### config.mk
export PLATFORM = sky130hd
export DESIGN_NAME = hdlc_rx_deframer_flat
export DESIGN_NICKNAME = d
export VERILOG_FILES = /design/src/rtl/hdlc_pkg.sv /design/src/rtl/hdlc_rx_deframer_if.sv /design/src/rtl/hdlc_ones_classifier.sv /design/src/rtl/hdlc_rx_deframer.sv /design/src/flat_wrapper.sv
export SDC_FILE = /design/constraint.sdc
export NUM_CORES = 1
export LEC_CHECK = 0
export CAP_MARGIN = 20
export CORE_MARGIN = 2
export CORE_UTILIZATION = 55
export CTS_CLUSTER_DIAMETER = 100
export DETAILED_ROUTE_END_ITERATION = 7
export GPL_ROUTABILITY_DRIVEN = 0
export PLACE_DENSITY = 0.77
export REMOVE_ABC_BUFFERS = 1
export SYNTH_ARGS = -nofsm -noshare
export SYNTH_HDL_FRONTEND = slang
export SYNTH_SLANG_ARGS = --single-unit
### constraint.sdc
create_clock -name clk -period 2.1 [get_ports clk]
set_input_delay 0.315 -clock clk [delete_from_list [all_inputs] [get_ports clk]]
set_output_delay 0.315 -clock clk [all_outputs]
set_load 0.1 [all_outputs]
### src/rtl/hdlc_pkg.sv
// Shared constants and the bit-class enum for the HDLC receive deframer.
package hdlc_pkg;

    localparam logic [7:0]  FLAG_BYTE  = 8'h7E;
    localparam int unsigned ONES_STUFF = 5;
    localparam int unsigned ONES_FLAG  = 6;
    localparam int unsigned ONES_ABORT = 7;

    // A flag's leading 0 and six 1s reach the delay line as ordinary data
    // before the flag can be recognised; seven entries hold exactly those.
    localparam int unsigned DLY_LEN    = 7;

    typedef enum logic [2:0] {
        DATA,
        STUFF,
        FLAG,
        ABORT,
        IDLE
    } bit_class_t;

endpackage

### src/rtl/hdlc_rx_deframer_if.sv
// Serial line input and byte/frame event outputs of the HDLC deframer.
interface hdlc_rx_deframer_if;

    logic       in;
    logic       in_valid;
    logic [7:0] byte_data;
    logic       byte_valid;
    logic       byte_first;
    logic       frame_end;
    logic       frame_err;
    logic       frame_abort;

    // Line source side
    modport master (
        output in, in_valid,
        input  byte_data, byte_valid, byte_first, frame_end, frame_err, frame_abort
    );

    // Deframer side
    modport slave (
        input  in, in_valid,
        output byte_data, byte_valid, byte_first, frame_end, frame_err, frame_abort
    );

endinterface

### src/rtl/hdlc_ones_classifier.sv
// Counts consecutive valid 1s and classifies the current valid bit from the
// count as it stood before this bit.
module hdlc_ones_classifier
    import hdlc_pkg::*;
(
    input  logic       clk,
    input  logic       reset,
    input  logic       in,
    input  logic       in_valid,
    output bit_class_t cls
);

    logic [2:0] ones;

    // Classify on the pre-update run length
    always_comb begin
        cls = DATA;
        if (!in && ones == 3'(ONES_STUFF))
            cls = STUFF;
        else if (!in && ones == 3'(ONES_FLAG))
            cls = FLAG;
        else if (in && ones == 3'(ONES_FLAG))
            cls = ABORT;
        else if (!in && ones == 3'(ONES_ABORT))
            cls = IDLE;
    end

    // Run-length counter of 1s, saturating, cleared by a 0
    always_ff @(posedge clk) begin
        if (reset)
            ones <= '0;
        else if (in_valid) begin
            if (!in)
                ones <= '0;
            else if (ones != 3'(ONES_ABORT))
                ones <= ones + 3'd1;
        end
    end

endmodule

### src/rtl/hdlc_rx_deframer.sv
// HDLC receive deframer: destuffs the serial line, strips flags, assembles
// LSB-first bytes and reports frame end, misaligned close and abort.
module hdlc_rx_deframer
    import hdlc_pkg::*;
(
    input  logic               clk,
    input  logic               reset,
    hdlc_rx_deframer_if.slave  bus
);

    bit_class_t         cls;
    logic [DLY_LEN-1:0] dly_bit;
    logic [DLY_LEN-1:0] dly_tag;
    logic               pop_bit;
    logic               pop_vld;
    logic               in_frame;
    logic               byte_seen;
    logic [2:0]         bit_cnt;
    logic [7:0]         asm_q;

    hdlc_ones_classifier u_cls (
        .clk      (clk),
        .reset    (reset),
        .in       (bus.in),
        .in_valid (bus.in_valid),
        .cls      (cls)
    );

    // Oldest delay-line entry, shifted into the assembler on the next push
    assign pop_bit = dly_bit[DLY_LEN-1];
    assign pop_vld = dly_tag[DLY_LEN-1];

    // Delay line, byte assembly and frame control with registered event pulses
    always_ff @(posedge clk) begin
        if (reset) begin
            dly_bit         <= '0;
            dly_tag         <= '0;
            in_frame        <= 1'b0;
            byte_seen       <= 1'b0;
            bit_cnt         <= '0;
            asm_q           <= '0;
            bus.byte_data   <= 8'h00;
            bus.byte_valid  <= 1'b0;
            bus.byte_first  <= 1'b0;
            bus.frame_end   <= 1'b0;
            bus.frame_err   <= 1'b0;
            bus.frame_abort <= 1'b0;
        end else begin
            bus.byte_valid  <= 1'b0;
            bus.byte_first  <= 1'b0;
            bus.frame_end   <= 1'b0;
            bus.frame_err   <= 1'b0;
            bus.frame_abort <= 1'b0;
            if (bus.in_valid) begin
                case (cls)
                    DATA: begin
                        dly_bit <= {dly_bit[DLY_LEN-2:0], bus.in};
                        dly_tag <= {dly_tag[DLY_LEN-2:0], 1'b1};
                        if (pop_vld && in_frame) begin
                            asm_q[bit_cnt] <= pop_bit;
                            bit_cnt        <= bit_cnt + 3'd1;
                            if (bit_cnt == 3'd7) begin
                                bus.byte_data  <= {pop_bit, asm_q[6:0]};
                                bus.byte_valid <= 1'b1;
                                bus.byte_first <= !byte_seen;
                                byte_seen      <= 1'b1;
                            end
                        end
                    end
                    FLAG: begin
                        // Discard the flag's own bits still in the line
                        dly_tag <= '0;
                        if (in_frame) begin
                            if (bit_cnt != 3'd0)
                                bus.frame_err <= 1'b1;
                            else if (byte_seen)
                                bus.frame_end <= 1'b1;
                        end
                        // Every flag also opens the next frame
                        in_frame  <= 1'b1;
                        bit_cnt   <= '0;
                        byte_seen <= 1'b0;
                    end
                    ABORT: begin
                        dly_tag <= '0;
                        if (in_frame)
                            bus.frame_abort <= 1'b1;
                        in_frame <= 1'b0;
                    end
                    default: ;  // STUFF dropped, IDLE ignored
                endcase
            end
        end
    end

endmodule

### src/flat_wrapper.sv
// flat-port wrapper written by rule: the top's interface ports become plain ports
module hdlc_rx_deframer_flat import hdlc_pkg::*;
  (clk, reset, bus_in, bus_in_valid, bus_byte_data, bus_byte_valid, bus_byte_first, bus_frame_end, bus_frame_err, bus_frame_abort);
  hdlc_rx_deframer_if bus_i ();
  input  logic clk;
  input  logic reset;
  input wire logic [$bits(bus_i.in)-1:0] bus_in;
  input wire logic [$bits(bus_i.in_valid)-1:0] bus_in_valid;
  output wire logic [$bits(bus_i.byte_data)-1:0] bus_byte_data;
  output wire logic [$bits(bus_i.byte_valid)-1:0] bus_byte_valid;
  output wire logic [$bits(bus_i.byte_first)-1:0] bus_byte_first;
  output wire logic [$bits(bus_i.frame_end)-1:0] bus_frame_end;
  output wire logic [$bits(bus_i.frame_err)-1:0] bus_frame_err;
  output wire logic [$bits(bus_i.frame_abort)-1:0] bus_frame_abort;
  assign bus_i.in = bus_in;
  assign bus_i.in_valid = bus_in_valid;
  assign bus_byte_data = bus_i.byte_data;
  assign bus_byte_valid = bus_i.byte_valid;
  assign bus_byte_first = bus_i.byte_first;
  assign bus_frame_end = bus_i.frame_end;
  assign bus_frame_err = bus_i.frame_err;
  assign bus_frame_abort = bus_i.frame_abort;
  hdlc_rx_deframer u_core (.clk(clk), .reset(reset), .bus(bus_i));
endmodule
==> metrics list <==
- The flow ran to the end, and the final reports show no timing, DRC or antenna violations.
- Area of the die: 3790 µm²
- In this run the worst setup path begins at u_core.u_cls.ones[0]$_SDFFE_PP0P_.
- The tool flagged a number of max-cap violations equal to 0.
* Area growth from synthesis to final layout: 12.2%
* Ys flop type: sky130_fd_sc_hd__dfxtp_1
* Starting utilization of the core area: about 59%
* Total number of placement rows: 20
- Maximum number of pins on one net before global-route repair: 26
- The signal on the critical path passes through ha_1, ha_1, a21oi_4, o21ai_2, nor3_1, mux2i_1.
* Cell type with the highest occurrence count on the critical path: sky130_fd_sc_hd__ha_1
- For hold timing, the worst endpoint is u_core.bus.byte_first$_SDFF_PP0_.
- Once detail routing completed, the nets flagged for antenna violations numbered 0.
- For the worst flop-to-flop path, the logic depth is 6.
- TritonCTS built the clock tree.
* Netlist Area Pre-Place: 1820 µm²
- The final layout contains 227 nets.
* Register-to-register path setup slack: around 0.19 ns
* Distinct cell type count of the synthesized netlist: 33
- Kind of end point of the critical path: register
* Drt first pass iters: 4
- The number of antenna violations at the first check in global routing is 0.
* Buffers added on ports: 16
- Fmax: about 0.52 GHz
* Yosys reg bits: 42
- Clock-pin slew was measured on the worst setup and hold paths at approximately 0.11 ns.
- Of the cells placed in the final design, the portion with a size suffix greater than 1 is roughly 15%.
- The tightest min-delay check is of the register to register type.
- Root Buffer Master: sky130_fd_sc_hd__clkbuf_4
- TritonCTS Sinks: 42
- Residual overflow from global routing: 0
- Data arrives at the worst endpoint at around 2.2 ns.
- Most frequently used cell type in the post-synthesis netlist: sky130_fd_sc_hd__dfxtp_1
- The clock tree synthesis step divided the H-tree into 2 levels.
* Wire length of the first global-routing pass: between 5 and 6 mm
- Post-detailed-route wirelength per cell: approximately 13 µm
* Setup repair after global routing missed its margin: no
* Hold Path Depth: 1
* Proportion of netlist area held by the largest area contributor: a little under half
* Post-layout instance count excluding filler cells: 260
- The startpoint identified for the worst register-to-register timing path is u_core.u_cls.ones[0]$_SDFFE_PP0P_.
* Leakage component of the power: around 0.73 nW
- Setup total negative slack on the finished layout was measured at 0 ns.
- Slowest CP cell: sky130_fd_sc_hd__dfxtp_1
- For this run, the slowest stage of the critical path takes 0.36 ns.
- Post-synth EDFFs: 0
* Count of inserted antenna diode cells: 0
- Worst setup SP type: register
- Launch instance of the worst min-delay path: u_core.byte_seen$_SDFFE_PP0P_
- Wires add up to approximately 3.5 mm.
- The number of hold buffers added after CTS was 0.
- The die is 61.6 µm tall.
- Along the worst path, the maximum fanout reaches 7.
* Later-pin clock latency in the skew report: around 0.36 ns
* Setup CP Type: register to register
- For this run, the number of Yosys warnings is 0.
* Die Span X: ~62 µm
- Area contributors post-synth: sky130_fd_sc_hd__dfxtp_1 (46%), sky130_fd_sc_hd__nand2_1 (5.8%), sky130_fd_sc_hd__ha_1 (4.8%)
- At the pin with the least slew margin, the transition time is 0.500 ns.
- The count of endpoints failing hold in the final timing report is 0.
* Post-detailed-placement half-perimeter wirelength: approximately 2.5 mm
- Ranking of synthesized cells by instance count: sky130_fd_sc_hd__dfxtp_1 (42), sky130_fd_sc_hd__nand2_1 (28), sky130_fd_sc_hd__a21oi_1 (16), sky130_fd_sc_hd__nor3_1 (13)
* Req. time, crit path: ~2.4 ns
* Remaining routing DRC violations: 0
* Max Transition Viols Final: 0
- Fin crit share: between 90% and 100%
* Number of vias per cell after detailed routing: 5.50
* Mapped Cells: 199
* Minimum period implied by the final worst setup slack: approximately 1.9 ns
* Post-synthesis cell type with the largest combined area: sky130_fd_sc_hd__dfxtp_1
- Power spread over the standard cell area amounts to 685 nW/µm².
* Post-CTS setup repair buffer count: 0
- R2R Path End: u_core.asm_q[6]$_SDFFE_PP0P_
- The longest clock path from root to sink contains 2 buffers.
- Vias in the first global route: approximately 1400
- Final setup violation count: 0
- Cell Count Post-Placement: 253
- Overall via count from detail_route: approximately 1400
* Sequential element share of the synthesized area: between 40% and 50%
* Core box area: 3100 µm²
- Resize count post-CTS: 0
- Average cell area after synthesis: roughly 9.2 µm²
* Share of flip-flops with an asynchronous set or reset after synthesis: 0%
- The detailed router finished its first iteration with 65 violations.
- Worst IR Drop VDD: roughly 0.00037 V
- Total CTS buffers: 5
- Total global-route track usage: between 20% and 30%
- The worst pin sits at a relative slew slack of between 60% and 70%.
- Across the routed clock network, the largest skew measured is just under 0.008 ns.
- Top-Level Pins: 17
report_power, final:
| part | total, W | switching (W) | internal, W |
|---|---|---|---|
| Combinational | 0.0000656 | 0.0000406 | 0.0000250 |
| Clock | 0.000529 | 0.000252 | 0.000277 |
| Sequential | 0.000807 | 0.00000430 | 0.000803 |
cells by family (layout without fill, tap and decap cells):
group	count (synthesis)	in the layout	share of synthesized area, %
and+or+nand+nor	86	86	23.7
DFF	42	42	46.1
AOI/OAI and AO/OA	39	39	16.0
buffers and inverters	18	35	5.56
adders and majority gates	7	7	4.80
muxes	7	7	3.84
worst max-delay path by stage:
| stage | endpoint | slack (ns) | cells after the start |
|---|---|---|---|
| global placement | u_core.dly_bit[2]$_SDFFE_PP0P_ | 0.37 | 6 |
| global route | u_core.asm_q[6]$_SDFFE_PP0P_ | 0.06 | 6 |
| finish | u_core.asm_q[6]$_SDFFE_PP0P_ | 0.19 | 6 |
| detailed placement | u_core.asm_q[6]$_SDFFE_PP0P_ | 0.27 | 6 |
| floorplan | u_core.asm_q[0]$_SDFFE_PP0P_ | 0.47 | 6 |
| CTS | u_core.asm_q[6]$_SDFFE_PP0P_ | 0.19 | 6 |
cells in the final DEF (no fill, tap or decap), drive strengths merged, types with 2 or more instances in the layout:
master         instances
mux2i                  7
dfxtp                 42
nand3b                 9
nand2                 29
clkbuf                 6
clkdlybuf4s50          3
o21ai                 12
and2                   2
nor2                   7
nor3                  13
a21oi                 17
nor4                   2
buf                   17
ha                     7
inv                    8
o211ai                 3
nand2b                11
nand3                 11
state kept, by name, indices dropped and copies added, names as in the netlist:
name                    flops
u_core.bus.byte_data        8
u_core.asm_q                7
u_core.dly_bit              7
u_core.dly_tag              7
u_core.bit_cnt              3
u_core.u_cls.ones           3
u_core.bus.byte_first       1
u_core.bus.byte_valid       1
u_core.bus.frame_abort      1
u_core.bus.frame_end        1
u_core.bus.frame_err        1
u_core.byte_seen            1
u_core.in_frame             1
per-stage QoR:
step           worst slack (ns)  total power (W)  utilization (%)  hold WS (ns)  cell area [µm²]
2_1_floorplan             0.469         0.000854                -         0.384             1750
3_3_place_gp              0.366         0.000888             63.3         0.438             1970
3_5_place_dp              0.274         0.000892             63.3         0.447             1970
4_1_cts                   0.195          0.00141             66.0         0.455             2050
5_1_grt                  0.0623          0.00146             66.0         0.468             2050
6_report                  0.189          0.00140             66.0         0.451             2050
per-layer routing:
layer / vias to the layer above / share of wire [%] / track usage [%]
met1: 679 / 42 / 24.5
met4: 0 / 1.6 / 7.60
met3: 8 / 5.3 / 6.72
li1: 714 / - / -
met2: 28 / 51 / 38.6
met5: - / 0 / 0
worst max-delay path: cells and delay by family (launching register included):
family,cells,cell delay (ns)
compound gates,2,0.41
fa+ha+maj,2,0.50
mux,1,0.23
flops,1,0.36
simple gates,1,0.33
area by class of cell:
type                    instances  area, µm²
flip-flops and latches         42        841
clock inverters                 1       30.0
repair buffers                 20        158
clock buffers                   6       51.3
well taps                      44       55.1
multi-input cells             139        882
fillers                       287       1060
inverters                       8       30.0
Power figures use the tool's default switching activity.
